[config.mk]
export PLATFORM = sky130hd
export DESIGN_NAME = uart_tx_core
export DESIGN_NICKNAME = d
export VERILOG_FILES = /design/src/rtl/uart_tx_core.sv
export SDC_FILE = /design/constraint.sdc
export NUM_CORES = 1
export LEC_CHECK = 0
export BUFFER_PORTS_ARGS = -buffer_cell sky130_fd_sc_hd__clkbuf_2
export CORE_UTILIZATION = 40
export CTS_BUF_LIST = sky130_fd_sc_hd__clkbuf_8
export CTS_CLUSTER_SIZE = 14
export DETAILED_ROUTE_END_ITERATION = 8
export PLACE_DENSITY = 0.58
export SLEW_MARGIN = 20
export SYNTH_ARGS = -nofsm -noshare
export SYNTH_HDL_FRONTEND = slang
export SYNTH_SLANG_ARGS = --single-unit
[constraint.sdc]
create_clock -name clk_i -period 2.3 [get_ports clk_i]
set_input_delay 0.46 -clock clk_i [delete_from_list [all_inputs] [get_ports clk_i]]
set_output_delay 0.46 -clock clk_i [all_outputs]
set_load 0.05 [all_outputs]
[src/rtl/uart_tx_core.sv]
// UART transmitter: start bit, DATA_BITS LSB-first, optional parity, STOP_BITS stop bits.
// Frames chain back-to-back when a byte is accepted in the last cycle of the final stop bit.
module uart_tx_core #(
   parameter int CLKS_PER_BIT = 868,
   parameter int DATA_BITS    = 8,
   parameter int PARITY_EN    = 0,
   parameter int PARITY_ODD   = 0,
   parameter int STOP_BITS    = 1
) (
   input  logic                 clk_i,
   input  logic                 rst_i,
   input  logic                 en_i,
   input  logic                 tx_data_valid_i,
   output logic                 tx_data_ready_o,
   input  logic [DATA_BITS-1:0] tx_data_i,
   output logic                 tx_busy_o,
   output logic                 tx_o
);

   localparam int BW = $clog2(CLKS_PER_BIT);
   localparam int IW = $clog2(DATA_BITS);

   typedef enum logic [2:0] {IDLE, START, DATA, PARITY, STOP} state_t;

   state_t               state;
   logic [BW-1:0]        baud;
   logic [IW-1:0]        idx;
   logic [DATA_BITS-1:0] shreg;
   logic                 par;

   logic baud_end;
   logic last_cycle;
   logic accept;

   assign baud_end   = (baud == BW'(CLKS_PER_BIT - 1));
   assign last_cycle = (state == STOP) && (idx == IW'(STOP_BITS - 1)) && baud_end;
   assign tx_data_ready_o = en_i && !rst_i && ((state == IDLE) || last_cycle);
   assign accept     = tx_data_valid_i && tx_data_ready_o;
   assign tx_busy_o  = (state != IDLE);

   always_ff @(posedge clk_i) begin
      if (rst_i) begin
         state <= IDLE;
         tx_o  <= 1'b1;
         baud  <= '0;
         idx   <= '0;
         shreg <= '0;
         par   <= 1'b0;
      end else if (accept) begin
         // Capture here so the source may change the byte on the very next cycle.
         state <= START;
         tx_o  <= 1'b0;
         baud  <= '0;
         idx   <= '0;
         shreg <= tx_data_i;
         par   <= (^tx_data_i) ^ 1'(PARITY_ODD);
      end else if (state == IDLE) begin
         tx_o <= 1'b1;
         baud <= '0;
         idx  <= '0;
      end else if (!baud_end) begin
         baud <= baud + BW'(1);
      end else begin
         baud <= '0;
         case (state)
            START: begin
               state <= DATA;
               tx_o  <= shreg[0];
               idx   <= '0;
            end
            DATA: begin
               shreg <= shreg >> 1;
               if (idx == IW'(DATA_BITS - 1)) begin
                  idx <= '0;
                  if (PARITY_EN != 0) begin
                     state <= PARITY;
                     tx_o  <= par;
                  end else begin
                     state <= STOP;
                     tx_o  <= 1'b1;
                  end
               end else begin
                  idx  <= idx + IW'(1);
                  tx_o <= shreg[1];
               end
            end
            PARITY: begin
               state <= STOP;
               tx_o  <= 1'b1;
               idx   <= '0;
            end
            STOP: begin
               tx_o <= 1'b1;
               if (idx == IW'(STOP_BITS - 1)) begin
                  state <= IDLE;
                  idx   <= '0;
               end else begin
                  idx <= idx + IW'(1);
               end
            end
            default: begin
               state <= IDLE;
               tx_o  <= 1'b1;
            end
         endcase
      end
   end

endmodule

Word-level counts from Yosys, hierarchy flattened
Cells that the tools add are included.
{ "classes": {"n_addsub": 2, "eq_ne": 11, "mux": 18, "n_bitwise": 1, "reduce_logical": 22} }
{ "op_table": {"columns": ["cell", "n"], "rows": [
  ["8-bit two-way mux", 4],
  ["3-bit two-way mux", 4],
  ["3-bit case mux with 4 select lines", 1],
  ["10-bit by 1-bit adder with 10-bit output, second input constant", 1],
  ["10-bit equality test, second input constant", 1],
  ["3-bit case mux with 3 select lines", 1],
  ["3-bit nonzero test", 3],
  ["4-bit AND reduction", 2],
  ["1-bit two-way mux", 7],
  ["3-bit by 2-bit equality test with 1-bit output, second input constant", 2],
  ["3-bit equality test, second input constant", 2],
  ["3-bit logical NOT", 2],
  ["1-bit logical AND", 5],
  ["2-bit inequality test, second input constant", 2],
  ["2-bit nonzero test", 2],
  ["2-bit OR reduction", 2],
  ["4-bit OR reduction", 1],
  ["3-bit by 1-bit adder with 3-bit output, second input constant", 1],
  ["3-bit by 1-bit equality test with 1-bit output, second input constant", 1],
  ["3-bit by 2-bit inequality test with 1-bit output, second input constant", 1],
  ["3-bit inequality test, second input constant", 1],
  ["3-bit AND reduction", 1],
  ["3-bit OR reduction", 1],
  ["2-bit by 1-bit inequality test with 1-bit output, second input constant", 1],
  ["other kinds (5)", 5]
]} }
{ "totals": {"register_bits": 25, "output_inout_bits": 3} }

Depth between registers and ports, before layout
{ "logic_depth": {"word_depth": 8, "mapped_depth": 7, "depth_no_buf": 6} }

Least setup slack after synthesis
Ideal clock, no wire load.
{ "synth_timing": {"kind": "reg2out", "start": "register state[2]", "end": "output tx_data_ready_o", "t_arrival_ps": 2119, "setup_slack_ps": -279, "stages_incl_launch_ff": 7, "path_cell_list": "dfxtp_1 > buf_6 > or3_1 > clkbuf_1 > o31a_4 > clkbuf_8 > nor2_1"} }
{ "synth_between": {"elab_chain_cells": 5, "word_cells_on_any_way": 6, "cone_classes": "1 x eq/ne; 5 x reduce/logical"} }
{ "synth_rtl": {"columns": ["element", "line", "text"], "rows": [
  ["start, declared", "25", "state_t state;"],
  ["start signal, assigned", "43", "state <= IDLE;"],
  ["start signal, assigned", "51", "state <= START;"],
  ["start signal, assigned", "67", "state <= DATA;"],
  ["3-bit equality test", "36", "assign last_cycle = (state == STOP) && (idx == IW'(STOP_BITS - 1)) && baud_end;"],
  ["1-bit logical AND (2 in a row)", "36", null],
  ["1-bit logical OR *", "37", "assign tx_data_ready_o = en_i && !rst_i && ((state == IDLE) || last_cycle);"],
  ["1-bit logical AND *", "37", null],
  ["end, declared", "14", "output logic tx_data_ready_o,"]
]} }
Mark *: on every way between the ends. The rest lies on a longest branch, timed or not.

Worst setup path after layout
{ "layout_timing": {"start": "register baud[7]", "end": "output tx_data_ready_o"} }
{ "layout_between": {"elab_chain_cells": 4} }
{ "layout_rtl": {"columns": ["element", "line", "text"], "rows": [
  ["start, declared", "26", "logic [BW-1:0] baud;"],
  ["start signal, assigned", "62", "baud <= baud + BW'(1);"],
  ["10-bit equality test", "35", "assign baud_end = (baud == BW'(CLKS_PER_BIT - 1));"],
  ["1-bit logical AND", "36", null],
  ["1-bit logical OR", "37", null],
  ["1-bit logical AND", "37", null]
]} }
No other way between the ends.

==> flow_summary.ini <==
[worst_setup_path]
path_class = flip-flop to output port
regToRegEndpoint = state[1]$_SDFFE_PP0P_
worst_path_largest_cell_delay_ps = 460
slowest_stage = or3b_4
worstSetupStartpointType = flip-flop
cp-end-kind = output port
reg2reg_depth = 6
path_cells = or3b_4 > o31a_4 > nor2_4 > buf_6
cp_num_buf_inv = 1
arrival_ps = 1780
critical_path.top_delay_family = simple AND/OR/NAND/NOR gates
rrSetupSlack_ps = 310
path_max_fanout = 8
critical_path_required_ps = 1840
r2r-start = baud[1]$_SDFF_PP0_
critical_path_depth = 4

[place]
hpwlAfterDp_mm = 2.27
port_buffers = 14
dpl_cell_area_um2 = 1500
place_congestion = 0.785

[layout]
n_antenna_cell = 0
final_common_cell = dfxtp_1
layout_common_cells = dfxtp_1 (23), nand2_1 (13), clkbuf_2 (13)
syn_to_final_growth_pct = 13.4
postLayoutCellArea_um2 = 1590
drive_gt1_share_pct = 24.0
fin_nets = 188

[floorplan]
ios = 15
floorplan.initialDensity_pct = 41.9
dieArea_um2 = 3740
floorplan.core_area_um2 = 3340
rows = 21
die_h_um = 61.1
die_w_um = 61.1

[clock_network]
cts_tree = built
clock_sinks = 25
hold_buffers = 0
ctsLongestPathBuffers = 2
cts_buffers = 3
clk_latency_ps = 270
path_clk_slew_ps = 90
htree_levels = 1
root_buffer = clkbuf_8

[pwr]
clkPwrFrac_pct = 33.0
power_frac_seq_pct = 56.6
netSwitchingFraction_pct = 24.7
p_comb_share_pct = 10.3
finalPower_mw = 0.793
power_leakage_nw = 0.597
power.switching_mw = 0.196
power_density_nw_per_um2 = 500
peakVddDrop_mv = 0.363
intPower_mw = 0.598

[timing]
min_period_ps = 2240
min_period_over_period_pct = 97.4
fmax_ghz = 0.447
hold_violations = 0
skew_ps = 2.48
worst_slew_pin_slew_ps = 484
relSlewSlack_pct = 67.5
finalSetupViolCount = 0
finalSetupTns_ps = 0
drv_slew = 0

[status]
status = finished, final reports clean

[logic_synthesis]
synth.distinct_cells = 48
synth_edf_count = 0
ys_seq_area_share_pct = 35.8
ys_warn_count = 0
synth_area_um2 = 1400
synthCells = 151
syn_area_per_cell_um2 = 9.26
synthArstFlopShare_pct = 0
synth.net_count = 167
synth_flop_cell = dfxtp_1
ys_ff_latch = 25

[grt]
grt_usage_pct = 17.5
antenna_found_initial = 0
grt_overflow = 0
grt_pass1_wl_mm = 4.83
grt_pass1_vias = 1100
grt_max_degree = 15

[routing]
drt_iter0_drc = 75
num_vias = 1217
drc_errors = 0
antenna_left = 0
drtPass1Iterations = 4
wl_per_cell_um = 14.0
finalWirelength_mm = 3.04
via_per_inst = 5.61

[worst_hold_path]
hold_class = input pin to flip-flop
min_to = shreg[7]$_SDFFE_PP0P_
hold_depth = 3
worstHoldStart = tx_data_i[7]

[run]
cap_violations = 0
-- registers in the layout, indices dropped and copies added, names as in the netlist --
signal / count
state: 3
tx_o: 1
shreg: 8
idx: 3
baud: 10
-- cell usage after synthesis, types with 3 or more instances --
master / n / area [um2]
nand4_1: 3 / 18.8
and3_1: 3 / 18.8
ha_1: 4 / 50.1
dfxtp_1: 25 / 500
o211ai_1: 7 / 52.6
o21ai_0: 5 / 25.0
xor2_1: 7 / 61.3
nand3_1: 6 / 30.0
nor2_1: 11 / 41.3
buf_6: 3 / 33.8
a31oi_1: 3 / 18.8
o31ai_1: 3 / 22.5
inv_1: 5 / 18.8
nand2_1: 13 / 48.8
a21oi_1: 9 / 45.0
a32oi_1: 4 / 35.0
-- cells by family after synthesis --
kind of cell    Yosys count  share of synthesized area, %
xor+xnor                  8                          5.01
buf+inv                  12                          6.35
fa+ha+maj                 4                          3.58
simple gates             59                          25.7
flops                    25                          35.8
compound gates           43                          23.6
-- metrics by stage --
step           hold WS [ps]  setup slack (ps)  instances  util (%)
5_1_grt                 425             -3.90        217      47.5
4_1_cts                 415              20.2        213      46.5
3_5_place_dp            462               278        209      45.0
3_3_place_gp            459               315        209      45.0
6_report                412              60.6        217      47.5
2_1_floorplan           442              98.7        151         -
-- final cells by class --
type,count,area (um2)
clock buffer,3,41.3
inverter,5,18.8
clock inverter,1,5.00
timing repair buffer,23,144
multi-input combinational,114,817
sequential,25,503
fill,354,1750
tap,46,57.6
-- tightest hold or removal path: stages --
cell and delay [ps]:
clkbuf_2 80, nand3_1 60, o41ai_1 60
-- what timing repair did --
item                       4_1_cts  5_1_grt
setup buffers                    0        4
pin swaps                        0        1
resized for setup                1        4
setup endpoints to repair        1        1
-- per-layer routing --
metal  global-route usage [%]  vias up  wire (um)  share of wire (%)
li1                         -      613          -                  -
met1                     22.5      575       1380                 45
met2                     28.7       24       1510                 50
met3                     3.36        5        103                3.4
met4                     7.47        0         44                1.4
met5                        0        -          0                  0
-- power groups by stage --
| stage | registers (mW) | logic (mW) | clock network, mW |
|---|---|---|---|
| after floorplan | 0.459 | 0.0531 | 0 |
| after global placement | 0.459 | 0.0729 | 0 |
| after detailed placement | 0.459 | 0.0747 | 0 |
| after CTS | 0.449 | 0.0756 | 0.269 |
| after global routing | 0.450 | 0.0896 | 0.286 |
| final | 0.449 | 0.0820 | 0.262 |
-- how the worst max path moves through the flow --
| stage | from | endpoint | slack (ps) |
|---|---|---|---|
| CTS | baud[0]$_SDFF_PP0_ | tx_data_ready_o | 20 |
| detailed placement | baud[0]$_SDFF_PP0_ | tx_data_ready_o | 280 |
| finish | baud[7]$_SDFF_PP0_ | tx_data_ready_o | 60 |
| floorplan | state[2]$_SDFFE_PP0P_ | tx_data_ready_o | 100 |
| global route | baud[7]$_SDFF_PP0_ | tx_data_ready_o | -4 |
| global placement | baud[7]$_SDFF_PP0_ | tx_data_ready_o | 320 |
(Power assumes the default switching activity.)
